===== src/rtl/add_accum16_pkg.sv =====
// Shared types and widths for the add_accum16 streaming accumulator.
package add_accum16_pkg;

    localparam int DATA_W = 16;

    typedef enum logic [1:0] {
        IDLE,
        ACCUM,
        HOLD
    } acc_state_t;

endpackage


===== src/rtl/add_accum16_adder16.sv =====
// Existing combinational 16-bit adder datapath: z = x + y, carry = bit 16.
import add_accum16_pkg::*;

module adder16 (
    input  logic [DATA_W-1:0] x,
    input  logic [DATA_W-1:0] y,
    output logic [DATA_W-1:0] z,
    output logic              carry
);

    assign {carry, z} = {1'b0, x} + {1'b0, y};

endmodule


===== src/rtl/add_accum16.sv =====
// Packet accumulator: sums a valid/ready stream of 16-bit operands modulo 2^16,
// counts carry-outs (saturating) and emits one result beat per packet.
import add_accum16_pkg::*;

module add_accum16 #(
    parameter int CNT_W = 8
) (
    input  logic              clk,
    input  logic              rst_n,
    input  logic              in_valid,
    output logic              in_ready,
    input  logic [DATA_W-1:0] in_data,
    input  logic              in_last,
    output logic              out_valid,
    input  logic              out_ready,
    output logic [DATA_W-1:0] out_sum,
    output logic [CNT_W-1:0]  out_carries
);

    acc_state_t        state_q, state_d;
    logic [DATA_W-1:0] acc_q, acc_d;
    logic [CNT_W-1:0]  cnt_q, cnt_d;
    logic              in_ready_d, out_valid_d;
    logic [DATA_W-1:0] out_sum_d;
    logic [CNT_W-1:0]  out_carries_d;

    logic [DATA_W-1:0] add_x, add_z;
    logic              add_carry;
    logic [CNT_W-1:0]  cnt_base, cnt_next;
    logic [CNT_W:0]    cnt_sum;
    logic              beat;

    // A fresh packet starts from zero without waiting for acc to be cleared.
    assign add_x = (state_q == IDLE) ? '0 : acc_q;

    adder16 u_adder (
        .x     (add_x),
        .y     (in_data),
        .z     (add_z),
        .carry (add_carry)
    );

    assign cnt_base = (state_q == IDLE) ? '0 : cnt_q;
    assign cnt_sum  = {1'b0, cnt_base} + (CNT_W+1)'(add_carry);
    assign cnt_next = cnt_sum[CNT_W] ? '1 : cnt_sum[CNT_W-1:0];
    assign beat     = in_valid && in_ready;

    always_comb begin
        // NOTE: every signal gets a hold default first so no path infers a latch.
        state_d       = state_q;
        acc_d         = acc_q;
        cnt_d         = cnt_q;
        in_ready_d    = in_ready;
        out_valid_d   = out_valid;
        out_sum_d     = out_sum;
        out_carries_d = out_carries;
        case (state_q)
            IDLE, ACCUM: begin
                in_ready_d = 1'b1;
                if (beat) begin
                    if (in_last) begin
                        out_sum_d     = add_z;
                        out_carries_d = cnt_next;
                        out_valid_d   = 1'b1;
                        in_ready_d    = 1'b0;
                        state_d       = HOLD;
                    end else begin
                        acc_d   = add_z;
                        cnt_d   = cnt_next;
                        state_d = ACCUM;
                    end
                end
            end
            HOLD: begin
                if (out_ready) begin
                    out_valid_d = 1'b0;
                    in_ready_d  = 1'b1;
                    acc_d       = '0;
                    cnt_d       = '0;
                    state_d     = IDLE;
                end
            end
            default: state_d = IDLE;
        endcase
    end

    // NOTE: sequential state uses non-blocking assignments so all registers update together.
    always_ff @(posedge clk or negedge rst_n) begin
        if (!rst_n) state_q <= IDLE;
        else        state_q <= state_d;
    end

    always_ff @(posedge clk or negedge rst_n) begin
        if (!rst_n) begin
            acc_q       <= '0;
            cnt_q       <= '0;
            in_ready    <= 1'b0;
            out_valid   <= 1'b0;
            out_sum     <= '0;
            out_carries <= '0;
        end else begin
            acc_q       <= acc_d;
            cnt_q       <= cnt_d;
            in_ready    <= in_ready_d;
            out_valid   <= out_valid_d;
            out_sum     <= out_sum_d;
            out_carries <= out_carries_d;
        end
    end

endmodule


===== config.mk =====
export PLATFORM = sky130hd
export DESIGN_NAME = add_accum16
export DESIGN_NICKNAME = d
export VERILOG_FILES = /design/src/rtl/add_accum16_pkg.sv /design/src/rtl/add_accum16_adder16.sv /design/src/rtl/add_accum16.sv
export SDC_FILE = /design/constraint.sdc
export NUM_CORES = 1
export LEC_CHECK = 0
export BUFFER_PORTS_ARGS = -buffer_cell sky130_fd_sc_hd__buf_2
export CAP_MARGIN = 20
export CORE_MARGIN = 5
export CORE_UTILIZATION = 40
export CTS_CLUSTER_DIAMETER = 80
export DETAILED_ROUTE_END_ITERATION = 8
export SLEW_MARGIN = 10
export SYNTH_ARGS = -nofsm -noshare
export SYNTH_HDL_FRONTEND = slang
export SYNTH_SLANG_ARGS = --single-unit

===== constraint.sdc =====
create_clock -name clk -period 11.99 [get_ports clk]
set_clock_uncertainty 0.2 [all_clocks]
set_input_delay 1.7985 -clock clk [delete_from_list [all_inputs] [get_ports clk]]
set_output_delay 1.7985 -clock clk [all_outputs]
set_load 0.01 [all_outputs]

==> reports/results.tsv <==
stage	metric	value	unit
status	run_status	completed	
cts	cts_resized	0	
cts	clk_pin_slew	0.10	ns
worst_setup_path	criticalPathCategory	input port to flop	
grt	track_usage	0.156	
grt	grt_remaining_overflow	0	
synthesis	postSynthAreaPerCell	9.17	sq um
sta	max_slew_margin	0.372	
grt	grt_max_degree	53	
worst_setup_path	setup.worst_path.end_class	flop	
layout	fillers	749	
synthesis	yosys_warnings	0	
sta	setup_tns	0	ns
synthesis	synth_enable_flop_cells	0	
sta	fin_crit	4.87	ns
layout	diodes	0	
cts	clockBufferDepth	2	
worst_setup_path	reg2reg_from	state_q[1]$_DFFE_PN0P_	
detailed_routing	drc_errors	0	
sta	slew_viol_final	0	
layout	layout.nets	420	
job	drv_cap	0	
min_path	hp-start	out_sum[6]$_DFFE_PN0P_	
sta	fmax	205	MHz
grt	grt_pass1_vias	2613	
detailed_routing	routedWlPerCell	15.0	um
floorplanning	coreArea	7650	sq um
layout	layout-drive-gt1-share	0.199	
floorplanning	num_rows	32	
worst_setup_path	cp-startpoint	in_data[0]	
synthesis	synth_flop_cell	dfrtp_1	
floorplanning	die_height	98.3	um
synthesis	ys_ff_latch	52	
worst_setup_path	crit_cells	16	
grt	antenna_found_initial	0	
grt	grt_use_met1	0.203	
worst_setup_path	required	12.00	ns
detailed_routing	drt_first_pass_iters	4	
worst_setup_path	critPathTopFamily	compound AO/OA/AOI/OAI gates	
sta	tightest_slew	0.940	ns
sta	hold_viol	0	
detailed_routing	final_antenna_net_count	0	
floorplanning	die_w	98.3	um
worst_setup_path	startpoint_type	input port	
pwr	powerDensity	198	nW/um^2
pwr	p_leak	1.72	nW
synthesis	async_reset_ff_frac	1.00	
min_path	holdCritPathClass	flop to flop	
worst_setup_path	crit_slowest_cell	fa_1	
grt	gr-usage-met3	0.0300	
floorplanning	ioPinCount	47	
grt	grt_pass1_wl	12.5	mm
sta	finalSetupViolCount	0	
grt	grt.busiest_layer	met2	
worst_setup_path	cp_common_cell	ha_1	
min_path	min_path_cells	2	
cts	post_cts_buffers	0	
worst_setup_path	crit_chain	buf_2 > ha_1 > fa_1 > a211oi_2 > o21ai_0 > a21oi_1 > o21ai_2 > a221o_1 > a21o_1 > ha_1 > ha_1 > nand4_4 > nor3_4 > a211oi_1 > o21ai_1 > o21a_1	
worst_setup_path	cp_num_buf_inv	1	
worst_setup_path	crit_arrival	4.88	ns
cts	cts_tree	done	
detailed_routing	routed-via-count	2576	
layout	syn_to_final_growth	13.8	%
synthesis	syn_area	3120	sq um
detailed_routing	via_per_inst	5.33	
pwr	p_total	0.701	mW
grt	use_met2	0.268	
cts	cts_root_buffer	clkbuf_8	
worst_setup_path	r2r_cells	17	
detailed_routing	finalWirelength	7.23	mm
worst_setup_path	path_max_fanout	8	
synthesis	syn_inst	340	
synthesis	synth_nets	380	
pwr	vdd_drop_max	0.0756	mV
cts	holdBufCountCts	0	
floorplanning	die_area	9660	sq um
floorplanning	initial_core_util	0.408	
sta	rsz0062_at_grt	no	
synthesis	seq_area_frac_synth	0.418	
sta	fin_crit_sh	0.407	
cts	cts_max_level	2	
synthesis	yosysUniqueCellTypes	50	
placed_design	routabilityCongestion	0.851	
cts	clock_insertion_delay_worst_skew	0.31	ns
worst_setup_path	max_stage_delay	0.44	ns
detailed_routing	drt_iter0_drc	58	
cts	clock-sinks	52	
cts	cts_buffers	5	
placed_design	portBuffers	46	
placed_design	dp_hpwl	5.20	mm
[per-layer routing]
metal / wire length, um / part of all wire / vias to the layer above
li1: - / - / 1282
met1: 3420 / 0.47 / 1236
met2: 3430 / 0.47 / 50
met3: 306 / 0.042 / 8
met4: 75 / 0.010 / 0
met5: 0 / 0 / -
[kinds of logic after synthesis]
logic type               synth area share
AND/OR/NAND/NOR                     0.199
AO/OA/AOI/OAI                       0.217
flip-flops                          0.418
buffers and inverters              0.0289
adder cells (fa/ha/maj)            0.0787
XOR/XNOR                           0.0337
multiplexers                       0.0257
[Yosys cell counts (2+ instances only)]
master	n	area share
dfrtp_1	52	0.42
nand2_1	51	0.061
o21ai_0	32	0.051
nor2_1	24	0.029
a21oi_1	23	0.037
and2_1	19	0.038
ha_1	18	0.072
clkbuf_1	11	0.013
o21ai_1	9	0.014
a21o_1	8	0.019
xnor2_1	7	0.020
a22o_1	6	0.017
a31oi_1	6	0.012
inv_1	5	0.0060
xor2_1	5	0.014
and3_1	4	0.0080
mux2_2	4	0.014
nand3_1	4	0.0064
a211oi_2	3	0.012
buf_2	3	0.0048
nor2b_1	3	0.0060
o21a_1	3	0.0072
o31ai_1	3	0.0072
a211oi_1	2	0.0048
a21oi_2	2	0.0056
a221o_1	2	0.0064
buf_4	2	0.0048
mux2i_1	2	0.0064
nand3b_1	2	0.0048
nor3_1	2	0.0032
nor3_2	2	0.0064
o21ai_2	2	0.0056
or2_1	2	0.0040
[state kept, by name (all words and copies together) (netlist names)]
signal	cells
state_q	2
cnt_q	8
out_valid	1
in_ready	1
acc_q	16
out_carries	8
out_sum	16
[final cells by class]
cell class / instances / area (sq um) / area share
multi-input combinational: 267 / 1730 / 0.488
sequential: 52 / 1300 / 0.367
timing repair buffer: 49 / 256 / 0.0723
tap: 102 / 128 / 0.0360
clock buffer: 6 / 72.6 / 0.0205
clock inverter: 2 / 38.8 / 0.0109
inverter: 5 / 18.8 / 0.00529
[through the flow]
stage / std cells / setup WS [ns] / utilization / area [sq um] / hold WS, ns
2_1_floorplan: 340 / 7.18 / - / 3120 / 0.242
3_3_place_gp: 474 / 6.86 / 0.448 / 3420 / 0.256
3_5_place_dp: 474 / 6.79 / 0.448 / 3420 / 0.265
4_1_cts: 482 / 7.11 / 0.462 / 3540 / 0.289
5_1_grt: 483 / 6.86 / 0.464 / 3550 / 0.323
6_report: 483 / 7.12 / 0.464 / 3550 / 0.281
[worst reg2reg max path: stages (launching register included)]
cell and delay, ns:
dfrtp_1 0.52, or2_1 0.60, and2_1 0.32, ha_1 0.21, fa_1 0.44, a211oi_2 0.27
o21ai_0 0.13, a21oi_1 0.16, o21ai_2 0.11, a221o_1 0.30, a21o_1 0.18, ha_1 0.21
ha_1 0.27, nand4_4 0.15, nor3_4 0.09, a211oi_1 0.22, o21ai_1 0.11, o21a_1 0.11
[where the power goes]
part           switching [mW]  internal (mW)  total, mW
clock network          0.0627         0.0632      0.126
registers              0.0297          0.234      0.264
logic                   0.176          0.135      0.311
[final timing paths]
check	slack [ns]	end
min in group asynchronous	1.39	out_sum[8]$_DFFE_PN0P_
max reg2reg	7.28	out_carries[2]$_DFFE_PN0P_
min reg2reg	0.28	out_sum[6]$_DFFE_PN0P_
max in group asynchronous	9.73	acc_q[10]$_DFFE_PN0P_
min	0.28	out_sum[6]$_DFFE_PN0P_
max	7.12	out_carries[2]$_DFFE_PN0P_
[cells in the final DEF, fill, tap and decap left out, drive strengths merged, types with 6 or more instances in the layout]
master / n
inv: 6
a22o: 7
nand2: 51
nor2: 24
clkbuf: 6
a21o: 8
buf: 49
o21ai: 43
a21oi: 25
a31oi: 6
dfrtp: 52
xnor2: 7
and2: 19
ha: 18
(Power assumes the default switching activity.)
